==> config.mk <==
export PLATFORM = sky130hd
export DESIGN_NAME = placement_arbiter
export DESIGN_NICKNAME = d
export VERILOG_FILES = /design/src/rtl/placement_pkg.sv /design/src/rtl/rr_arbiter.sv /design/src/rtl/placement_arbiter.sv
export SDC_FILE = /design/constraint.sdc
export NUM_CORES = 1
export LEC_CHECK = 0
export BUFFER_PORTS_ARGS = -buffer_cell sky130_fd_sc_hd__buf_4
export CORE_MARGIN = 2
export CORE_UTILIZATION = 23
export DETAILED_ROUTE_END_ITERATION = 12
export PLACE_DENSITY_LB_ADDON = 0.05
export REMOVE_ABC_BUFFERS = 1
export SETUP_SLACK_MARGIN = 0.1
export SYNTH_ARGS = -nofsm -noshare
export SYNTH_HDL_FRONTEND = slang
export SYNTH_SLANG_ARGS = --single-unit
==> constraint.sdc <==
create_clock -name clk -period 2.4 [get_ports clk]
set_input_delay 0.48 -clock clk [delete_from_list [all_inputs] [get_ports clk]]
set_output_delay 0.48 -clock clk [all_outputs]
set_load 0.02 [all_outputs]
==> src/rtl/placement_pkg.sv <==
// Shared types and constants for the object placement arbiter.
package placement_pkg;

  typedef enum logic [1:0] {
    IDLE,
    SAMPLE,
    CHECK,
    GRANT
  } state_t;

  localparam int unsigned TILE_SIZE = 64;
  localparam int unsigned X_OFF     = 15;
  localparam int unsigned Y_OFF     = 48;

  typedef struct packed {
    logic       valid;
    logic [4:0] col;
    logic [4:0] row;
  } tile_t;

  // Player start area: tiles no object may ever occupy, stored as {col, row}
  localparam int unsigned NUM_RSV = 3;
  localparam logic [9:0] RSV_TILES [NUM_RSV] = '{
    {5'd0, 5'd0},
    {5'd1, 5'd0},
    {5'd0, 5'd1}
  };

  function automatic logic is_reserved(input logic [4:0] col, input logic [4:0] row);
    logic hit;
    hit = 1'b0;
    for (int unsigned i = 0; i < NUM_RSV; i++)
      if ({col, row} == RSV_TILES[i]) hit = 1'b1;
    return hit;
  endfunction

  // Pixel coordinate of a tile edge; 11 bits hold every legal tile
  function automatic logic [10:0] tile_px(input logic [4:0] idx, input logic [10:0] off);
    return 11'(idx) * 11'(TILE_SIZE) + off;
  endfunction

endpackage

==> src/rtl/rr_arbiter.sv <==
// Combinational rotate-priority pick: first set request at or after rr_ptr.
module rr_arbiter #(
  parameter int unsigned NUM_REQ = 4,
  parameter int unsigned IDX_W   = (NUM_REQ > 1) ? $clog2(NUM_REQ) : 1
) (
  input  logic [NUM_REQ-1:0] req,
  input  logic [IDX_W-1:0]   rr_ptr,
  output logic [IDX_W-1:0]   winner,
  output logic               any_req
);

  logic           found;
  logic [IDX_W:0] slot;

  // Scan requests starting at rr_ptr, wrapping modulo NUM_REQ
  always_comb begin
    winner  = '0;
    any_req = |req;
    found   = 1'b0;
    slot    = '0;
    for (int unsigned i = 0; i < NUM_REQ; i++) begin
      slot = {1'b0, rr_ptr} + (IDX_W+1)'(i);
      if (32'(slot) >= NUM_REQ) slot = slot - (IDX_W+1)'(NUM_REQ);
      if (!found && req[slot[IDX_W-1:0]]) begin
        winner = slot[IDX_W-1:0];
        found  = 1'b1;
      end
    end
  end

endmodule

==> src/rtl/placement_arbiter.sv <==
// Round-robin placement arbiter sharing one random tile source between placers.
// Optional macro PLACE_STATS_EN enables the saturating reject_count counter.
module placement_arbiter
  import placement_pkg::*;
#(
  parameter int unsigned NUM_REQ   = 4,
  parameter int unsigned COL_MAX   = 9,
  parameter int unsigned ROW_MAX   = 6,
  parameter int unsigned MAX_RETRY = 15
) (
  input  logic               clk,
  input  logic               reset,
  input  logic [NUM_REQ-1:0] req,
  input  logic [4:0]         random_num1,
  input  logic [4:0]         random_num2,
  input  logic               clear,
  output logic [NUM_REQ-1:0] grant,
  output logic               place_fail,
  output logic [10:0]        topLeftX,
  output logic [10:0]        topLeftY,
  output logic               busy,
  output logic [7:0]         reject_count
);

  localparam int unsigned IDX_W = (NUM_REQ > 1) ? $clog2(NUM_REQ) : 1;

  state_t           state, state_nx;
  logic [IDX_W-1:0] rr_ptr, winner_q, arb_winner;
  logic             any_req;
  logic [3:0]       retry_cnt;
  logic [4:0]       col_q, row_q;
  logic             fail_q;
  logic             tile_ok;
  tile_t            occ [NUM_REQ];

  rr_arbiter #(
    .NUM_REQ (NUM_REQ),
    .IDX_W   (IDX_W)
  ) u_rr_arbiter (
    .req     (req),
    .rr_ptr  (rr_ptr),
    .winner  (arb_winner),
    .any_req (any_req)
  );

  // Candidate tile must be on-field, outside the player start and not held by another placer
  always_comb begin
    tile_ok = (col_q <= 5'(COL_MAX)) && (row_q <= 5'(ROW_MAX)) && !is_reserved(col_q, row_q);
    for (int unsigned i = 0; i < NUM_REQ; i++)
      if (occ[i].valid && occ[i].col == col_q && occ[i].row == row_q && IDX_W'(i) != winner_q)
        tile_ok = 1'b0;
  end

  // State register
  always_ff @(posedge clk) begin
    if (reset) state <= IDLE;
    else       state <= state_nx;
  end

  // Next-state logic; clear aborts from any state
  always_comb begin
    state_nx = state;
    unique case (state)
      IDLE:    if (any_req) state_nx = SAMPLE;
      SAMPLE:  state_nx = CHECK;
      CHECK:   state_nx = (tile_ok || retry_cnt == 4'(MAX_RETRY)) ? GRANT : SAMPLE;
      GRANT:   state_nx = IDLE;
      default: state_nx = IDLE;
    endcase
    if (clear) state_nx = IDLE;
  end

  // Grant pulse; clear suppresses a grant falling in the same cycle
  always_comb begin
    grant      = '0;
    place_fail = 1'b0;
    if (state == GRANT && !clear) begin
      grant[winner_q] = 1'b1;
      place_fail      = fail_q;
    end
  end

  assign busy = (state != IDLE);

  // Winner, candidate tile, retry count, coordinates, occupancy and rotate pointer
  always_ff @(posedge clk) begin
    if (reset) begin
      winner_q  <= '0;
      retry_cnt <= '0;
      col_q     <= '0;
      row_q     <= '0;
      fail_q    <= 1'b0;
      rr_ptr    <= '0;
      topLeftX  <= '0;
      topLeftY  <= '0;
      for (int unsigned i = 0; i < NUM_REQ; i++) occ[i] <= '0;
    end else if (clear) begin
      rr_ptr <= '0;
      for (int unsigned i = 0; i < NUM_REQ; i++) occ[i] <= '0;
    end else begin
      unique case (state)
        IDLE: if (any_req) begin
          winner_q  <= arb_winner;
          retry_cnt <= '0;
          fail_q    <= 1'b0;
        end
        SAMPLE: begin
          col_q <= random_num1;
          row_q <= random_num2;
        end
        CHECK: begin
          if (tile_ok) begin
            topLeftX       <= tile_px(col_q, 11'(X_OFF));
            topLeftY       <= tile_px(row_q, 11'(Y_OFF));
            occ[winner_q]  <= '{valid: 1'b1, col: col_q, row: row_q};
          end else if (retry_cnt == 4'(MAX_RETRY)) begin
            fail_q <= 1'b1;
          end else begin
            retry_cnt <= retry_cnt + 4'd1;
          end
        end
        GRANT: rr_ptr <= (winner_q == IDX_W'(NUM_REQ - 1)) ? '0 : winner_q + IDX_W'(1);
        default: ;
      endcase
    end
  end

`ifdef PLACE_STATS_EN
  // Saturating count of rejected candidate tiles since reset or level clear
  always_ff @(posedge clk) begin
    if (reset || clear)
      reject_count <= '0;
    else if (state == CHECK && !tile_ok && reject_count != 8'hFF)
      reject_count <= reject_count + 8'd1;
  end
`else
  assign reject_count = '0;
`endif

endmodule

# Word-level counts from Yosys, hierarchy flattened
# Memory sizes are Yosys's and may differ from the RTL's.
# Index checks and enable logic that the tools add are counted.
[word_totals] memories=1 ff_bits=43 romBits=0 word_cells=157 output_inout_bits=36 ram_bits=44 latchBits=0
[op_classes] n_addsub=11 n_reduce_logical=38 mul=0 n_lt_le_gt_ge=12 n_eq_ne=22 n_mux=59 div_mod_pow=0 shift=0 n_bitwise=5
[mem_list] name="occ" words=4 word_bits=11 rd=4 rd_clocked_by_memory_dff=0 write_ports=4 line="placement_arbiter.sv:34" rtl="tile_t occ [NUM_REQ];"
[op_table] cell="11-bit two-way mux" n=5
[op_table] cell="5-bit == test" n=8
[op_table] cell="1-bit two-way mux" n=30
[op_table] cell="2-bit two-way mux" n=12
[op_table] cell="1-bit logical AND" n=19
[op_table] cell="4-bit two-way mux" n=4
[op_table] cell="2-bit by 3-bit < comparator with 1-bit output, second input constant" n=5
[op_table] cell="11-bit by 4-bit adder with 11-bit output, second input constant" n=1
[op_table] cell="11-bit by 6-bit adder with 11-bit output, second input constant" n=1
[op_table] cell="11-bit OR reduction" n=1
[op_table] cell="10-bit by 1-bit == test with 1-bit output, second input constant" n=1
[op_table] cell="10-bit by 6-bit == test with 1-bit output, second input constant" n=1
[op_table] cell="10-bit logical NOT" n=1
[op_table] cell="5-bit AND reduction" n=2
[op_table] cell="3-bit greater-or-equal comparator, second input constant" n=3
[op_table] cell="1-bit binary-select mux with 2-bit select" n=4
[op_table] cell="2-bit inequality test, second input constant" n=4
[op_table] cell="2-bit case mux with 4 select lines" n=1
[op_table] cell="4-bit case mux with 2 select lines" n=1
[op_table] cell="2-bit by 1-bit subtractor with 2-bit output, second input constant" n=4
[op_table] cell="2-bit by 2-bit adder with 3-bit output, second input constant" n=2
[op_table] cell="2-bit == test, second input constant" n=3
[op_table] cell="3-bit AND reduction" n=2
[op_table] cell="2-bit nonzero test" n=3
[op_table] cell="other kinds (21)" n=29

# Depth between registers and ports, before layout
# Gate-level depths: netlist of the first run.
[depth] ltp_word=17 depth_mapped=10 ltp_nobuf=9

# By module
# A second synthesis of the first run with hierarchy kept.
[unflattened] cells_unflattened=344 hier_area_um2=3698.5
[by_module_without_submodules] mod="placement_arbiter" cells_each=329 area_each_um2=3621.0 instances=1 seq_area_each_um2=1921.8
[by_module_without_submodules] mod="rr_arbiter" cells_each=15 area_each_um2=77.6 instances=1 seq_area_each_um2=0.0

# Least setup slack after synthesis of the first run
# Ideal clock, no wire load.
[synth_timing] kind="flip-flop to flip-flop" from="reg state[0]" to="mem occ[0][0] (netlist name) (enable)" setup_slack_ps=347 t_required_ps=2064 t_arrival_ps=1716 path_stages_with_launch=8 n_path_buf=2 cell_sequence="dfxtp_1 > buf_4 > nand2b_1 > nor4_2 > nand4_1 > nor3_2 > buf_2 > a21o_1"
[synth_rtl] element="from (decl)" line="placement_arbiter.sv:27" rtl="state_t state, state_nx;"
[synth_rtl] element="from (signal assigned)" line="placement_arbiter.sv:57" rtl="else state <= state_nx;"
[synth_rtl] element="to (decl)" line="placement_arbiter.sv:34"

# Worst setup path after layout of the first run
[layout_timing] from="reg col_q[1]" to="reg retry_cnt[0]"
[layout_via] elab_chain_len=12
[layout_lines] element="from (decl)" line="placement_arbiter.sv:31" rtl="logic [4:0] col_q, row_q;"
[layout_lines] element="from (signal assigned)" line="placement_arbiter.sv:108" rtl="col_q <= random_num1;"
[layout_lines] element="10-bit logical NOT" line="placement_pkg.sv:33" rtl="if ({col, row} == RSV_TILES[i]) hit = 1'b1;"
[layout_lines] element="1-bit two-way mux (3 in a row)" line="placement_pkg.sv:33"
[layout_lines] element="1-bit logical NOT" line="placement_arbiter.sv:48" rtl="tile_ok = (col_q <= 5'(COL_MAX)) && (row_q <= 5'(ROW_MAX)) && !is_reserved(col_q, row_q);"
[layout_lines] element="1-bit logical AND" line="placement_arbiter.sv:48"
[layout_lines] element="1-bit two-way mux (3 in a row)" line="placement_arbiter.sv:50" rtl="if (occ[i].valid && occ[i].col == col_q && occ[i].row == row_q && IDX_W'(i) != winner_q)"
[layout_lines] element="1-bit two-way mux *" line="placement_arbiter.sv:50"
[layout_lines] element="2-bit inequality test (no source line) *"
[layout_lines] element="5-bit AND reduction (no source line) *"
[layout_lines] element="to (signal assigned)" line="placement_arbiter.sv:119" rtl="retry_cnt <= retry_cnt + 4'd1;"
[layout_lines] element="to (decl)" line="placement_arbiter.sv:30" rtl="logic [3:0] retry_cnt;"
# Every way passes the cells marked *; elsewhere a longest branch is shown, timed or not.
# A chain may end at the register's enable or synchronous reset.

==> qor.csv, run 1 <==
metric,value,unit
worstPathArrival,2.48,ns
drv_slew,0,
place_inst,632,
synth_area,3720,sq um
clkSlewWorstSetupHoldPaths,0.06,ns
finalHoldViolCount,0,
rows,46,
path_class,reg2reg,
grt_pass1_wl,15500,um
synth.area.top_cells,"edfxtp_1 32%, dfxtp_1 19%, xor2_1 9.4%, buf_4 5.5%, and3_1 4.5%",
critPathCaptureType,flip-flop,
fp.dieArea,17200,sq um
async_flop_share,0,%
grt_pass1_vias,2726,
grt_max_degree,26,
finalPower,3.24,mW
synth_common_cells,"40 x edfxtp_1, 40 x xor2_1, 36 x dfxtp_1",
cpLargestDelayFamily,simple AND/OR/NAND/NOR gates,
min_period_over_period,92.6,%
netlist_instances,355,
met2_length,4930,um
final.min_clock_period,2.22,ns
cts_tree,yes,
cp_slowest_cell,or3_4,
synth_area_leader_cell,edfxtp_1,
timing.fmax,450,MHz
coreArea,15800,sq um
yosys_register_bits,76,
hold_slack,0.387,ns
setup.worst_path.start_class,flip-flop,
syn_area_per_cell,10.5,sq um
crit_fanout,10,
layout-drive-gt1-share,30.7,%
path_cells,"buf_12, xor2_1, nor4_1, nand3_1, nand4_4, buf_4, nor2_2, or3_4, o31ai_2",
setup_violations,0,
num_vias,2654,
synth_top_area_share,32.3,%
finalClockSkew,0.00618,ns
fill_cells,1655,
setup-tns-final,0,ns
insertedDiodeCount,0,
cp_slowest_stage_delay,0.39,ns
slew_headroom,52.4,%
max_cap_viol_count,0,
nNetsFinal,454,
power_density,661,nW/um^2
ir_worst_vdd,305,uV
grt-ovfl-total,0,
routed_wl,10000,um
wl_per_cell,15.3,um
ios,53,
gr-usage-all-layers,11.9,%
synthFlopType,edfxtp_1,
yosysSeqAreaShare,51.7,%
drt-met1-wl,4620,um
grt_setup_unrepaired,no,
post-dp-hpwl,7310,um
reg2reg_setup_slack,0.18,ns
antenna_found_initial,0,
clk_path_buf_depth,2,
place_congestion,0.732,
p_leak,2.28,nW
cts_buffers,9,
min_path_type,in2reg,
synth-edff-count,40,
drt-pass1-iter-count,4,
via_per_inst,4.06,
outcome,completed,
clk_latency,0.34,ns
ant_nets,0,
fin_cells,653,
dieWidth,131,um
start_util,23.5,%
cts_sinks,76,
wl_met3,323,um
tightest_slew,0.707,ns
area.growth.synth_to_final,31.9,%
die_y,131,um
routed.top_layer,met4,
critical_path_buf_inv_count,2,
critical_path_required,2.66,ns
hold_buffers,0,
portBuffers,38,
synth_warnings,0,
drc_errors,0,
htreeDepth,3,
cts_root_buffer,clkbuf_16,
first_iter_violations,152,
synth.distinct_cells,46,
[worst register-to-register path, delay by kind of cell (launching register included)]
kind / cells / cell delay (ns)
flip-flops: 1 / 0.33
AND/OR/NAND/NOR: 5 / 1.16
buffers and inverters: 2 / 0.29
AO/OA/AOI/OAI: 1 / 0.18
XOR/XNOR: 1 / 0.17
[where the power goes]
| part | leakage [nW] | switching (mW) | internal, mW |
|---|---|---|---|
| logic | 1.39 | 0.140 | 0.102 |
| clock network | 0.163 | 0.530 | 1.01 |
| registers | 0.729 | 0.0376 | 1.42 |
| total | 2.28 | 0.708 | 2.53 |
[worst paths after layout]
path / start / endpoint / depth (start not counted)
hold / removal: random_num1[3] / col_q[3] / 3
hold reg to reg: topLeftX[9] / topLeftX[9] / 2
setup / recovery: col_q[1] / retry_cnt[0] / 9
setup reg to reg: col_q[1] / retry_cnt[0] / 9
[flip-flops by register name, summed over array words and instances, names as in the netlist]
name       cells
col_q          5
row_q          5
retry_cnt      4
winner_q       2
topLeftX       6
topLeftY       5
state          2
fail_q         1
rr_ptr         2
occ           44
[area by class of cell]
| cell class | count | area (sq um) | area share (%) |
|---|---|---|---|
| inverters | 8 | 30.0 | 0.612 |
| well taps | 216 | 270 | 5.51 |
| repair buffers | 84 | 681 | 13.9 |
| flip-flops and latches | 76 | 1930 | 39.4 |
| clock buffers | 11 | 233 | 4.75 |
| clock inverters | 5 | 100 | 2.04 |
| multi-input cells | 253 | 1660 | 33.8 |
[through the flow]
step | cell area (sq um) | utilization, % | worst slack (ns)
after floorplan | 3530 | - | -0.128
after global placement | 4450 | 28.1 | -0.234
after detailed placement | 4450 | 28.1 | -0.204
after CTS | 4820 | 30.4 | 0.0764
after global routing | 4900 | 31.0 | 0.0896
final | 4900 | 31.0 | 0.177
[metal layers]
metal	vias up	track usage (%)
met3	7	3.32
met4	0	3.44
met1	1259	15.4
met2	44	19.4
li1	1344	-
met5	-	0
[layout by cell type, fill, tap and decap left out, types with 3 or more instances in the layout]
cell / n
buf_4: 80
xor2_1: 40
edfxtp_1: 40
and3_1: 27
dfxtp_1: 27
nand2_1: 26
conb_1: 26
nor2_1: 22
a21oi_1: 20
nand3_1: 9
clkbuf_16: 9
dfxtp_2: 9
mux2i_1: 8
inv_1: 7
nor3_1: 7
nor4_1: 7
and2_1: 7
nor4_2: 5
ha_1: 5
nand2b_4: 4
and3_2: 4
a21o_2: 4
buf_12: 4
o21ai_0: 3
bufinv_16: 3
[cells by family after synthesis]
kind of cell               after synthesis  share of synthesized area (%)
xor gates and xnor gates                40                           9.42
adders and majority gates                5                           1.68
other                                    1                          0.101
and+or+nand+nor                        132                           19.4
DFF                                     76                           51.7
AOI/OAI and AO/OA                       40                           6.83
muxes                                    9                           2.46
buffers and inverters                   52                           8.41
[timing repair]
| action | CTS | global route |
|---|---|---|
| pin swaps | 2 | 5 |
| gates cloned | 0 | 1 |
| endpoints found under the setup margin | 62 | 58 |
| resized for setup | 9 | 14 |
| buffers inserted | 1 | 3 |
Power figures use the tool's default switching activity.
==> run 2, diff against run 1 <==
--- a/config.mk
+++ b/config.mk
@@ -5,6 +5,7 @@
 export SDC_FILE = /design/constraint.sdc
 export NUM_CORES = 1
 export LEC_CHECK = 0
+export ABC_AREA = 1
 export BUFFER_PORTS_ARGS = -buffer_cell sky130_fd_sc_hd__buf_4
 export CORE_MARGIN = 2
 export CORE_UTILIZATION = 23
==> qor.csv, run 2 <==
metric,value,unit
rows,47,
netlist_instances,492,
first_iter_violations,120,
grt-ovfl-total,0,
cts_resized,2,
clkSlewWorstSetupHoldPaths,0.06,ns
grt_max_degree,21,
coreArea,16600,sq um
setup_violations,0,
clk_path_buf_depth,2,
finalHoldViolCount,0,
min_path_type,in2reg,
yosysMostFrequentCell,nand2_1,
path_cells,"inv_2, nand2_1, nand2_1, nor2_1, nand2_1, nor2_1, nand2_1, nand2_1, nor2_2, nand3_2, inv_4, nand3_2, nand2_1, buf_4",
final.min_clock_period,2.15,ns
portBuffers,38,
setup.worst_path.start_class,flip-flop,
critical_path_required,2.45,ns
tightest_slew,0.501,ns
place_congestion,0.796,
place_inst,766,
yosys_register_bits,76,
final_cell_mix,"125 x nand2_1, 62 x inv_1, 60 x buf_4, 56 x nor2_1, 40 x edfxtp_1",
synth_common_cells,"126 x nand2_1, 62 x inv_1, 57 x nor2_1",
largest_reg_flops,44,
worstPathArrival,2.20,ns
seq_area,1930,sq um
via_per_inst,4.03,
die_y,135,um
ir_worst_vdd,334,uV
nNetsFinal,579,
drv_slew,0,
synth_top_area_share,30.6,%
cp_slowest_cell,dfxtp_2,
yosysSeqAreaShare,49.0,%
regMostFlops,occ,
wl_per_cell,14.3,um
post-dp-hpwl,8500,um
finalClockSkew,0.00574,ns
synth-edff-count,40,
clk_latency,0.35,ns
routed_wl,11200,um
synthFlopType,edfxtp_1,
setup-tns-final,0,ns
min_period_over_period,89.7,%
num_vias,3151,
start_util,23.6,%
post_cts.repair.setup_buffers,0,
layout-drive-gt1-share,20.6,%
cpLargestDelayFamily,simple AND/OR/NAND/NOR gates,
drc_errors,0,
path_class,reg2reg,
p_leak,2.09,nW
grt_pass1_vias,3077,
syn_area_per_cell,7.97,sq um
drt-pass1-iter-count,4,
critPathCaptureType,flip-flop,
timing.fmax,464,MHz
rr_worst_depth,14,
cts_buffers,9,
insertedDiodeCount,0,
max_cap_viol_count,0,
cts_root_buffer,clkbuf_16,
ios,53,
crit_fanout,9,
slew_headroom,66.6,%
hold_buffers,0,
power_density,659,nW/um^2
hold_path_depth,3,
htreeDepth,3,
final_common_cell,nand2_1,
antenna_found_initial,0,
synth_area_leader_cell,edfxtp_1,
synth_warnings,0,
ant_nets,0,
cts_sinks,76,
fp.dieArea,18100,sq um
reg_top3,"occ (44), topLeftX (6)",
fin_cells,782,
grt_setup_unrepaired,no,
dieWidth,135,um
fin_util,29.3,%
critical_path_buf_inv_count,3,
crit_cells,14,
outcome,completed,
crit_path_frequent_cell,nand2_1,
grt_pass1_wl,17300,um
synth.area.top_cells,"edfxtp_1 31%, dfxtp_1 18%, nand2_1 12%, inv_1 5.9%, nor2_1 5.5%",
fill_cells,1780,
cts_tree,yes,
cp_slowest_stage_delay,0.37,ns
synth_area,3920,sq um
gr-usage-all-layers,13.0,%
synth.distinct_cells,35,
area.growth.synth_to_final,24.5,%
multi_input_area,1630,sq um
async_flop_share,0,%
## run 2: kinds of logic (layout without fill, tap and decap cells)
| kind of cell | Yosys count | count (layout) | share of synthesized area [%] |
|---|---|---|---|
| flip-flops | 76 | 76 | 49.0 |
| buffers and inverters | 102 | 147 | 12.1 |
| adder cells (fa/ha/maj) | 5 | 5 | 1.60 |
| XOR/XNOR | 11 | 11 | 2.46 |
| other | 1 | 26 | 0.0956 |
| AND/OR/NAND/NOR | 237 | 237 | 26.5 |
| AO/OA/AOI/OAI | 60 | 60 | 8.23 |
## run 2: per-stage QoR
stage,hold WS (ns),setup WS [ns],power [mW],area (sq um)
floorplan,0.421,0.155,1.69,3800
global placement,0.430,0.00980,1.84,4550
detailed placement,0.429,0.0336,1.84,4550
CTS,0.404,0.118,3.27,4870
global route,0.419,0.102,3.36,4880
finish,0.417,0.247,3.22,4880
## run 2: where the power goes
group	switching [mW]	internal, mW
Combinational	0.212	0.121
Clock	0.583	0.833
Sequential	0.0457	1.43
Total	0.840	2.38
## run 2: final cells by class
type / instances / share of cell area, %
Clock inverter: 5 / 0.794
Tap cell: 220 / 5.64
Multi-Input combinational cell: 339 / 33.3
Clock buffer: 11 / 5.64
Inverter: 70 / 5.51
Sequential cell: 76 / 39.5
Timing Repair Buffer: 61 / 9.63
## run 2: tightest hold or removal path: stages
cell and delay, ns:
buf_4 0.07, o21ai_0 0.07, a21oi_1 0.10
## run 2: worst paths after layout
kind                   from     endpoint  slack, ns
max reg2reg        col_q[2]    occ[3][8]       0.25
min          random_num1[1]     col_q[1]       0.42
max                col_q[2]    occ[3][8]       0.25
min reg2reg     topLeftY[9]  topLeftY[9]       0.44
## run 2: routing by layer
layer,vias to the layer above,part of all wire (%),global-route usage [%]
met4,0,1.1,3.86
met1,1449,47,16.9
li1,1645,-,-
met5,-,0,0
met3,9,3.2,3.00
met2,48,49,21.4
==> run 3, diff against run 2 <==
--- a/config.mk
+++ b/config.mk
@@ -11,7 +11,6 @@
 export CORE_UTILIZATION = 23
 export DETAILED_ROUTE_END_ITERATION = 12
 export PLACE_DENSITY_LB_ADDON = 0.05
-export REMOVE_ABC_BUFFERS = 1
 export SETUP_SLACK_MARGIN = 0.1
 export SYNTH_ARGS = -nofsm -noshare
 export SYNTH_HDL_FRONTEND = slang
==> qor.csv, run 3 (synthesis results as in run 2) <==
metric,value,unit
outcome,completed,
hold_slack,0.419,ns
ir_worst_vdd,309,uV
final_common_cell,nand2_1,
drt-pass1-iter-count,4,
via_per_inst,4.01,
grt-ovfl-total,0,
drc_errors,0,
gr-usage-all-layers,13.0,%
first_iter_violations,96,
htreeDepth,3,
portBuffers,38,
power_density,677,nW/um^2
insertedDiodeCount,0,
layout-drive-gt1-share,20.5,%
clk_path_buf_depth,2,
cts_sinks,76,
ios,53,
cts_tree,yes,
reg_top3,"occ (44), topLeftX (6)",
swShare,24.6,%
grt_pass1_vias,3026,
internal-power,2.52,mW
fill_cells,1795,
finalClockSkew,0.00719,ns
critical_path_required,2.46,ns
drv_slew,0,
critPathCaptureType,flip-flop,
cts_buffers,9,
setup-tns-final,0,ns
largest_reg_flops,44,
rows,47,
place_congestion,0.766,
min_path_type,in2reg,
max_cap_viol_count,0,
power.switching,0.825,mW
rr_worst_depth,12,
area.growth.synth_to_final,26.2,%
hold_buffers,0,
worstPathArrival,2.17,ns
start_util,23.6,%
path_class,reg2reg,
min_period_over_period,88.1,%
final.min_clock_period,2.11,ns
finalHoldViolCount,0,
fin_util,29.7,%
setup.worst_path.start_class,flip-flop,
timing.fmax,473,MHz
pwr-share-clk,45.8,%
nNetsFinal,583,
hold_path_depth,3,
grt_max_degree,21,
fp.dieArea,18100,sq um
seqPwrFrac,44.1,%
coreArea,16600,sq um
post-dp-hpwl,8390,um
grt_setup_unrepaired,no,
grt_pass1_wl,17500,um
routed_wl,11100,um
setup_violations,0,
final_cell_mix,"126 x nand2_1, 61 x inv_1, 61 x buf_4, 57 x nor2_1, 40 x edfxtp_1",
ant_nets,0,
crit_fanout,10,
clkSlewWorstSetupHoldPaths,0.06,ns
power_frac_comb,10.1,%
regMostFlops,occ,
antenna_found_initial,0,
wl_per_cell,14.1,um
num_vias,3153,
cts_root_buffer,clkbuf_16,
die_y,135,um
p_leak,2.13,nW
dieWidth,135,um
clk_latency,0.34,ns
==> run 3: cell types whose count changed in the layout (fill, tap and decap cells not counted), sizes merged <==
cell | previous run | this run
clkbuf | 11 | 10
bufinv | 0 | 2
clkinv | 4 | 3
clkinvlp | 0 | 1
buf | 61 | 65
inv | 71 | 70
==> run 3: what timing repair did <==
| item | 4_1_cts | 5_1_grt |
|---|---|---|
| endpoints found under the setup margin | 40 | 58 |
| gates cloned | 0 | 0 |
| buffers inserted | 0 | 1 |
| gates resized for setup | 2 | 4 |
==> run 3: area by class of cell <==
type	instances	area [sq um]	area share (%)
flip-flops and latches	76	1930	38.9
multi-input cells	339	1620	32.7
repair buffers	65	529	10.7
well taps	220	275	5.56
inverters	70	267	5.38
clock buffers	10	250	5.06
clock inverters	6	83.8	1.69
==> run 3: routing by layer <==
layer  vias up  wire length, um  global-route usage, %
li1       1655                -                      -
met1      1444             5600                   18.0
met2        47             5080                   19.9
met3         7              313                   3.60
met4         0              108                   3.33
met5         -                0                      0
==> run 3: power groups by stage <==
stage	clock network, mW	logic (mW)	registers (mW)
final	1.53	0.337	1.48
after global routing	1.65	0.387	1.48
after CTS	1.59	0.341	1.48
after detailed placement	0	0.340	1.50
after global placement	0	0.346	1.50
after floorplan	0	0.241	1.48
==> run 3: path summary, 6_finish.rpt <==
path / slack, ns / start / to
worst max-delay path: 0.29 / col_q[2] / occ[1][6]
worst min-delay path: 0.42 / random_num2[4] / row_q[4]
worst max register to register: 0.29 / col_q[2] / occ[1][6]
worst min register to register: 0.44 / topLeftY[10] / topLeftY[10]
==> run 3: per-stage QoR <==
| stage | power, mW | worst slack (ns) | instance area (sq um) | cells |
|---|---|---|---|---|
| 2_1_floorplan | 1.72 | 0.347 | 4020 | 517 |
| 3_3_place_gp | 1.85 | 0.0484 | 4600 | 769 |
| 3_5_place_dp | 1.84 | 0.0418 | 4600 | 769 |
| 4_1_cts | 3.41 | 0.171 | 4930 | 785 |
| 5_1_grt | 3.52 | 0.110 | 4950 | 786 |
| 6_report | 3.35 | 0.286 | 4950 | 786 |
==> run 3: critical path, cell delays in order, from the launching register on <==
cell and delay (ns):
dfxtp_2 0.48, inv_2 0.17, or2_1 0.24, nand3_1 0.08
nor2_1 0.04, nand3_1 0.08, nand2_1 0.07, clkinv_2 0.06
nand3_2 0.10, inv_4 0.13, nand3_4 0.10, nand2_1 0.14
buf_12 0.14
